[src/rtl/mg_div_pkg.sv]
// Shared types and helpers for the sequential restoring divider.
// Holds the FSM encoding, the counter-width helper and the divide-by-zero quotient.
package mg_div_pkg;

  typedef enum logic [1:0] {
    IDLE = 2'd0,
    CALC = 2'd1,
    DONE = 2'd2
  } state_t;

  // Divide-by-zero quotient, sliced down to the operand width by the user.
  localparam logic [31:0] DBZ_QUOT = 32'hFFFF_FFFF;

  // Iteration counter width; it must hold WIDTH-1.
  function automatic int cnt_w(input int width);
    return (width <= 2) ? 1 : $clog2(width);
  endfunction

endpackage

[src/rtl/mg_div_step.sv]
// One restoring-division iteration: shift {rem,q} left, WIDTH+1-bit trial subtract, select.
// Purely combinational.
module mg_div_step #(
  parameter int WIDTH = 8
) (
  input  logic [WIDTH:0]   rem_in,
  input  logic [WIDTH-1:0] q_in,
  input  logic [WIDTH-1:0] divisor,
  output logic [WIDTH:0]   rem_out,
  output logic [WIDTH-1:0] q_out
);

  logic [WIDTH:0] rem_sh;
  logic [WIDTH:0] trial;
  logic           take;

  always_comb begin
    rem_sh  = {rem_in[WIDTH-1:0], q_in[WIDTH-1]};
    trial   = rem_sh - {1'b0, divisor};
    // A set bit shifted out of the top already exceeds any WIDTH-bit divisor.
    take    = rem_in[WIDTH] | ~trial[WIDTH];
    rem_out = take ? trial : rem_sh;
    q_out   = {q_in[WIDTH-2:0], take};
  end

endmodule

[src/rtl/mg_seq_divider.sv]
// Iterative radix-2 restoring divider, valid/ready in and out; WIDTH cycles (1 for divide-by-zero).
// Results hold while out_ready is low; define MG_DIV_SIGNED_EN for two's complement (one extra cycle).
module mg_seq_divider
  import mg_div_pkg::*;
#(
  parameter int WIDTH = 8
) (
  input  logic             clk,
  input  logic             rst_n,
  input  logic             in_valid,
  output logic             in_ready,
  input  logic [WIDTH-1:0] dividend,
  input  logic [WIDTH-1:0] divisor,
  output logic             out_valid,
  input  logic             out_ready,
  output logic [WIDTH-1:0] quotient,
  output logic [WIDTH-1:0] remainder,
  output logic             div_by_zero
);

  localparam int CNT_W = cnt_w(WIDTH);

  state_t           state;
  state_t           state_nxt;
  logic             accept;
  logic             calc_end;

  logic [WIDTH:0]   rem_r;
  logic [WIDTH-1:0] q_r;
  logic [WIDTH-1:0] dvs_r;
  logic [CNT_W-1:0] cnt_r;
  logic             dbz_r;

  logic [WIDTH:0]   rem_step;
  logic [WIDTH-1:0] q_step;
  logic [WIDTH-1:0] dvd_mag;
  logic [WIDTH-1:0] dvs_mag;

`ifdef MG_DIV_SIGNED_EN
  logic             fix_r;
  logic             neg_q_r;
  logic             neg_r_r;

  // Magnitude of MIN is MIN itself, which is the correct unsigned value.
  assign dvd_mag  = dividend[WIDTH-1] ? (WIDTH'(0) - dividend) : dividend;
  assign dvs_mag  = divisor[WIDTH-1]  ? (WIDTH'(0) - divisor)  : divisor;
  assign calc_end = fix_r;
`else
  assign dvd_mag  = dividend;
  assign dvs_mag  = divisor;
  assign calc_end = (cnt_r == '0);
`endif

  mg_div_step #(.WIDTH(WIDTH)) u_step (
    .rem_in  (rem_r),
    .q_in    (q_r),
    .divisor (dvs_r),
    .rem_out (rem_step),
    .q_out   (q_step)
  );

  always_ff @(posedge clk) begin
    if (!rst_n) begin
      state <= IDLE;
    end else begin
      state <= state_nxt;
    end
  end

  always_comb begin
    state_nxt = state;
    in_ready  = 1'b0;
    out_valid = 1'b0;
    accept    = 1'b0;
    case (state)
      IDLE: begin
        in_ready = 1'b1;
        if (in_valid) begin
          accept    = 1'b1;
          state_nxt = (divisor == '0) ? DONE : CALC;
        end
      end
      CALC: begin
        if (calc_end) begin
          state_nxt = DONE;
        end
      end
      DONE: begin
        out_valid = 1'b1;
        if (out_ready) begin
          state_nxt = IDLE;
        end
      end
      default: state_nxt = IDLE;
    endcase
  end

  always_ff @(posedge clk) begin
    if (!rst_n) begin
      rem_r   <= '0;
      q_r     <= '0;
      dvs_r   <= '0;
      cnt_r   <= '0;
      dbz_r   <= 1'b0;
`ifdef MG_DIV_SIGNED_EN
      fix_r   <= 1'b0;
      neg_q_r <= 1'b0;
      neg_r_r <= 1'b0;
`endif
    end else if (accept) begin
      dvs_r <= dvs_mag;
      cnt_r <= CNT_W'(WIDTH - 1);
      if (divisor == '0) begin
        q_r   <= DBZ_QUOT[WIDTH-1:0];
        rem_r <= {1'b0, dividend};
        dbz_r <= 1'b1;
      end else begin
        q_r   <= dvd_mag;
        rem_r <= '0;
        dbz_r <= 1'b0;
      end
`ifdef MG_DIV_SIGNED_EN
      fix_r   <= 1'b0;
      neg_q_r <= dividend[WIDTH-1] ^ divisor[WIDTH-1];
      neg_r_r <= dividend[WIDTH-1];
`endif
    end else if (state == CALC) begin
`ifdef MG_DIV_SIGNED_EN
      if (fix_r) begin
        // Sign fix-up cycle: quotient truncates toward zero, remainder follows the dividend.
        if (neg_q_r) begin
          q_r <= WIDTH'(0) - q_r;
        end
        if (neg_r_r) begin
          rem_r <= {1'b0, WIDTH'(0) - rem_r[WIDTH-1:0]};
        end
        fix_r <= 1'b0;
      end else begin
        q_r   <= q_step;
        rem_r <= rem_step;
        if (cnt_r == '0) begin
          fix_r <= 1'b1;
        end else begin
          cnt_r <= cnt_r - CNT_W'(1);
        end
      end
`else
      q_r   <= q_step;
      rem_r <= rem_step;
      if (cnt_r != '0) begin
        cnt_r <= cnt_r - CNT_W'(1);
      end
`endif
    end
  end

  assign quotient    = q_r;
  assign remainder   = rem_r[WIDTH-1:0];
  assign div_by_zero = dbz_r;

endmodule

[config.mk]
export PLATFORM = sky130hd
export DESIGN_NAME = mg_seq_divider
export DESIGN_NICKNAME = d
export VERILOG_FILES = /design/src/rtl/mg_div_pkg.sv /design/src/rtl/mg_div_step.sv /design/src/rtl/mg_seq_divider.sv
export SDC_FILE = /design/constraint.sdc
export NUM_CORES = 1
export LEC_CHECK = 0
export CORE_MARGIN = 3
export CORE_UTILIZATION = 40
export CTS_BUF_LIST = sky130_fd_sc_hd__clkbuf_8
export DETAILED_ROUTE_END_ITERATION = 8
export HOLD_SLACK_MARGIN = 0.12
export PLACE_DENSITY = 0.65
export SLEW_MARGIN = 20
export SYNTH_ARGS = -nofsm -noshare
export SYNTH_HDL_FRONTEND = slang
export SYNTH_SLANG_ARGS = --single-unit
[constraint.sdc]
create_clock -name clk -period 2.5 [get_ports clk]
set_input_delay 0.75 -clock clk [delete_from_list [all_inputs] [get_ports clk]]
set_output_delay 0.75 -clock clk [all_outputs]
set_load 0.05 [all_outputs]
Yosys cells after proc, flatten, opt, wreduce, memory -nomap -nowiden
Cells that the tools add are included.

Output and inout port bits: 19. Logic and storage cells: 43. Bits in registers: 31. Input port bits: 20.

Eq/ne operators: 5. Multiplexer cells: 20. Bitwise operators: 2. $add $sub $neg: 2. Reduce and logical (&&, ||, !) cells: 8.

Operator list (count): 8-bit two-way mux (4); 9-bit two-way mux (3); 3-bit two-way mux (3); 9-bit by 8-bit subtractor with 9-bit output (1); 8-bit zero test (1); 2-bit two-way mux (4); 2-bit inequality test, second input constant (3); 2-bit case mux with 3 select lines (1); 1-bit two-way mux (5); 2-bit nonzero test (2); 3-bit zero test (1); 3-bit AND reduction (1); 3-bit nonzero test (1); 3-bit by 1-bit subtractor with 3-bit output, second input constant (1); 2-bit by 1-bit == test with 1-bit output, second input constant (1); 2-bit == test, second input constant (1); 2-bit zero test (1); 2-bit AND reduction (1); 1-bit inverter (1); 1-bit OR (1).

Longest topological paths before layout
Gate-level depths: netlist of run 1.

Word-level depth: 6. Gate-level depth with buffers: 10. Mapped depth without buffers: 9.

Hierarchy
A second synthesis of run 1 with hierarchy kept.

Cell total of the unflattened synthesis: 252. Area, all modules: 2043.2 µm².

By module, submodules not included: mg_seq_divider (area each 1436.4 µm², sequential area each 620.6 µm², cells each 173, instances 1); mg_div_step (area each 606.8 µm², sequential area each 0.0 µm², cells each 79, instances 1).

Worst setup path before layout of run 1
Ideal clock, no wire load.

Path kind: register to register. From: register q_r[7] (netlist: quotient[7]). To: register rem_r[6]. Library setup time: 0.116 ns. Required time: 2.384 ns. Stages on the path, launching flop included: 11. Setup slack: -0.148 ns. Data arrival time: 2.532 ns. Clock period less this slack: 2.648 ns. Path buffers: 1. Cell sequence: dfxtp_1 -> inv_1 -> ha_1 -> fa_1 -> nor2b_4 -> o31a_1 -> a41oi_2 -> mux2i_1 -> buf_6 -> o22ai_1 -> a31o_2.

Word-level cells in the longest chain between the ends: 6.

RTL lines: start, declared (RTL line mg_seq_divider.sv:29) `logic [WIDTH-1:0] q_r;`; start signal, assigned (RTL line mg_seq_divider.sv:114) `q_r <= DBZ_QUOT[WIDTH-1:0];`; start signal, assigned (RTL line mg_seq_divider.sv:118) `q_r <= dvd_mag;`; start signal, assigned (RTL line mg_seq_divider.sv:148) `q_r <= q_step;`; 9-bit by 8-bit subtractor with 9-bit output (*) (RTL line mg_div_step.sv:19) `trial = rem_sh - {1'b0, divisor};`; 1-bit inverter (RTL line mg_div_step.sv:21) `take = rem_in[WIDTH] | ~trial[WIDTH];`; 1-bit OR (RTL line mg_div_step.sv:21); 9-bit two-way mux (*) (RTL line mg_div_step.sv:22) `rem_out = take ? trial : rem_sh;`; 9-bit two-way mux (*) (RTL line mg_seq_divider.sv:127) `end else if (state == CALC) begin`; 9-bit two-way mux (*) (RTL line mg_seq_divider.sv:110) `end else if (accept) begin`; end signal, assigned (RTL line mg_seq_divider.sv:115) `rem_r <= {1'b0, dividend};`; end signal, assigned (RTL line mg_seq_divider.sv:149) `rem_r <= rem_step;`; end, declared (RTL line mg_seq_divider.sv:28) `logic [WIDTH:0] rem_r;`.

Mark *: on every way between the ends. The rest lies on a longest branch, timed or not. The select of a mux whose other input is x is not followed. A chain may end at the register's enable or synchronous reset.

Worst setup path in the final report of run 1
From: register state[1]. To: output in_ready.

Word-level cells in the longest chain between the ends: 2.

RTL lines: start, declared (RTL line mg_seq_divider.sv:23) `state_t state;`; start signal, assigned (RTL line mg_seq_divider.sv:66) `state <= state_nxt;`; 2-bit zero test (RTL line mg_seq_divider.sv:75) `case (state)`; 1-bit two-way mux (RTL line mg_seq_divider.sv:75); end, declared (RTL line mg_seq_divider.sv:11) `output logic in_ready,`.

Every way passes these cells.

==> results of run 1 <==
path summary, 6_finish.rpt:
check | start | endpoint | cells past startpoint
worst max-delay path | state[1] | in_ready | 2
worst min-delay path | dvs_r[6] | dvs_r[6] | 2
worst max register to register | quotient[7] | rem_r[1] | 10
worst min register to register | dvs_r[6] | dvs_r[6] | 2
layout make-up:
cell class / instances / area (sq um) / area share (%)
inverter: 13 / 48.8 / 2.04
timing repair buffer: 56 / 510 / 21.4
sequential: 31 / 623 / 26.1
tap: 50 / 62.6 / 2.62
clock inverter: 1 / 3.75 / 0.157
clock buffer: 5 / 68.8 / 2.88
multi-input combinational: 167 / 1070 / 44.9
placed cells by master (no fill, tap or decap), types with 5 or more instances in the layout:
cell type and instances:
sky130_fd_sc_hd__clkdlybuf4s50_1 37, sky130_fd_sc_hd__nand2_1 32, sky130_fd_sc_hd__dfxtp_1 29, sky130_fd_sc_hd__a21oi_1 26, sky130_fd_sc_hd__o22ai_1 20, sky130_fd_sc_hd__o21ai_0 18
sky130_fd_sc_hd__buf_4 18, sky130_fd_sc_hd__nor2_1 13, sky130_fd_sc_hd__inv_1 12, sky130_fd_sc_hd__ha_1 9, sky130_fd_sc_hd__mux2i_1 5, sky130_fd_sc_hd__clkbuf_8 5
metrics by stage:
stage               power [mW]  TNS, ns
detailed placement        1.92        0
CTS                       2.28        0
finish                    2.39        0
global placement          1.92        0
global route              2.54  -0.0241
floorplan                 1.64        0
logic make-up after synthesis:
| kind of cell | Yosys count | share of synthesized area (%) |
|---|---|---|
| AND/OR/NAND/NOR | 63 | 16.4 |
| buffers and inverters | 30 | 8.24 |
| multiplexers | 7 | 3.91 |
| adder cells (fa/ha/maj) | 11 | 7.97 |
| flip-flops | 31 | 34.1 |
| AO/OA/AOI/OAI | 79 | 26.0 |
| XOR/XNOR | 7 | 3.37 |
per-layer routing:
metal | up-vias | routed length, um
met5 | - | 0
met4 | 0 | 42
met3 | 7 | 205
met2 | 33 | 2250
met1 | 802 | 2320
li1 | 888 | -
sequential cells by signal, indices dropped and copies added (netlist names):
register	cells
cnt_r	3
div_by_zero	1
dvs_r	8
quotient	8
rem_r	9
state	2
report_power, final:
part	internal [mW]	leakage, nW	switching (mW)
clock	0.181	0.0413	0.180
combinational	0.613	0.649	0.753
sequential	0.576	0.257	0.0863
total	1.37	0.947	1.02
timing repair:
item / CTS / global route
resized for setup: 0 / 8
setup endpoints to repair: 0 / 9
setup buffers: 0 / 3
tightest hold or removal path, cell delays in order (launching register included):
cell	delay, ns
sky130_fd_sc_hd__dfxtp_1	0.31
sky130_fd_sc_hd__nand2_1	0.05
sky130_fd_sc_hd__a21oi_1	0.05
==> impl_metrics.sql, run 1 <==
INSERT INTO impl_metrics (metric_group, metric, value, unit) VALUES
('yosys', 'yosys_warnings', '0', ''),
('run_status', 'status', 'finished, final reports clean', ''),
('routing', 'avgViaCountPerCell', '5.36', ''),
('setup_path', 'critPathArrivalTime', '1.64', 'ns'),
('grt', 'grt_pass1_wl', '7880', 'um'),
('placement', 'final_replace_weighted_congestion', '0.848', ''),
('grt', 'global_route.overflow_total', '0', ''),
('yosys', 'synth-seq-area-share', '34.1', '%'),
('pwr', 'leakagePower', '0.947', 'nW'),
('timing', 'maxClockFrequency', '0.419', 'GHz'),
('timing', 'max_slew.worst_pin.slew', '0.532', 'ns'),
('timing', 'timing.final.crit_share', '95.5', '%'),
('grt', 'number_of_global_route_vias_before_repair', '1587', ''),
('timing', 'final_hold_viol_count', '0', ''),
('setup_path', 'crit_family', 'buffers and inverters', ''),
('setup_path', 'reg2reg_slack', '0.13', 'ns'),
('yosys', 'synth.cell_area', '0.00182', 'sq mm'),
('yosys', 'synth_cells', '228', ''),
('clock_network', 'cts-buffers-inserted', '5', ''),
('yosys', 'synth_cell_types', '36', ''),
('timing', 'slew_hr', '64.4', '%'),
('floorplanning', 'initial_core_util', '43.4', '%'),
('final_layout', 'finish.net_count', '305', ''),
('yosys', 'avgSynthCellArea', '7.99', 'sq um'),
('timing', 'hold_slack', '0.456', 'ns'),
('floorplanning', 'chipWidth', '73.5', 'um'),
('clock_network', 'clock_tree_from_tritoncts', 'done', ''),
('yosys', 'post_synth_edffs', '0', ''),
('clock_network', 'clock_sinks', '31', ''),
('grt', 'grt_start_max_net_pins', '15', ''),
('placement', 'dp_cells', '313', ''),
('floorplanning', 'die_area', '0.00540', 'sq mm'),
('setup_path', 'cp_slowest_cell', 'sky130_fd_sc_hd__clkdlybuf4s50_1', ''),
('setup_path', 'worstSetupStartpointType', 'register', ''),
('yosys', 'synth_largest_type_area_fraction', '34.1', '%'),
('yosys', 'synth_async_sr_flop_share', '0', '%'),
('final_layout', 'layout.filler_cells', '412', ''),
('worst_hold_path', 'worstHoldPathType', 'register to register', ''),
('yosys', 'synth_area_leaders', 'sky130_fd_sc_hd__dfxtp_1 34%, sky130_fd_sc_hd__a21oi_1 7.1%, sky130_fd_sc_hd__ha_1 6.9%, sky130_fd_sc_hd__o22ai_1 6.9%, sky130_fd_sc_hd__nand2_1 6.6%', ''),
('final_layout', 'final_core_util', '56.9', '%'),
('final_layout', 'area_added_between_synthesis_and_finish', '31.2', '%'),
('timing', 'setup_ws', '0.112', 'ns'),
('setup_path', 'cp_num_buf_inv', '1', ''),
('timing', 'period_needed', '2.39', 'ns'),
('clock_network', 'cts_root_buffer', 'sky130_fd_sc_hd__clkbuf_8', ''),
('routing', 'wl', '4820', 'um'),
('routing', 'dr.first_iter.drc_count', '99', ''),
('clock_network', 'number_of_buffers_between_clock_root_and_the_deepest_sink', '2', ''),
('yosys', 'most_common_cell_in_the_netlist', 'sky130_fd_sc_hd__nand2_1', ''),
('routing', 'detail_route.first_pass.iterations', '4', ''),
('yosys', 'synthTopCellsByCount', '32 x sky130_fd_sc_hd__nand2_1, 31 x sky130_fd_sc_hd__dfxtp_1, 26 x sky130_fd_sc_hd__a21oi_1', ''),
('yosys', 'synth_top_area_cell', 'sky130_fd_sc_hd__dfxtp_1', ''),
('floorplanning', 'rows', '23', ''),
('placement', 'placed_instance_area', '0.00227', 'sq mm'),
('routing', 'antenna_violating_nets_post_route', '0', ''),
('placement', 'pre_cts_slack', '0.0389', 'ns'),
('timing', 'drv_slew', '0', ''),
('setup_path', 'worst_path_required_time', '1.75', 'ns'),
('setup_path', 'critPathMaxFanout', '8', ''),
('clock_network', 'cts-htree-levels', '2', ''),
('clock_network', 'post_cts_hold_buffer_count', '0', ''),
('final_layout', 'antenna-diode-count', '0', ''),
('setup_path', 'critical_path.endpoint_type', 'output port', ''),
('grt', 'antenna_found_initial', '0', ''),
('final_layout', 'post_route_cells_drive_above_1_share', '14.3', '%'),
('placement', 'portBuffers', '38', ''),
('floorplanning', 'die_h', '73.5', 'um'),
('clock_network', 'clk_latency', '0.28', 'ns'),
('pwr', 'worst_ir_drop_vdd', '0.562', 'mV'),
('grt', 'globalRouteMet3Util', '5.75', '%'),
('yosys', 'synth_top_flop_cell', 'sky130_fd_sc_hd__dfxtp_1', '');
Power figures use the tool's default switching activity.
==> run 2: changes to the inputs <==
- CTS_CLUSTER_SIZE: unset -> 24
==> results of run 2 <==
Same layout as run 1: the final DEF is identical, and so are final timing and power.
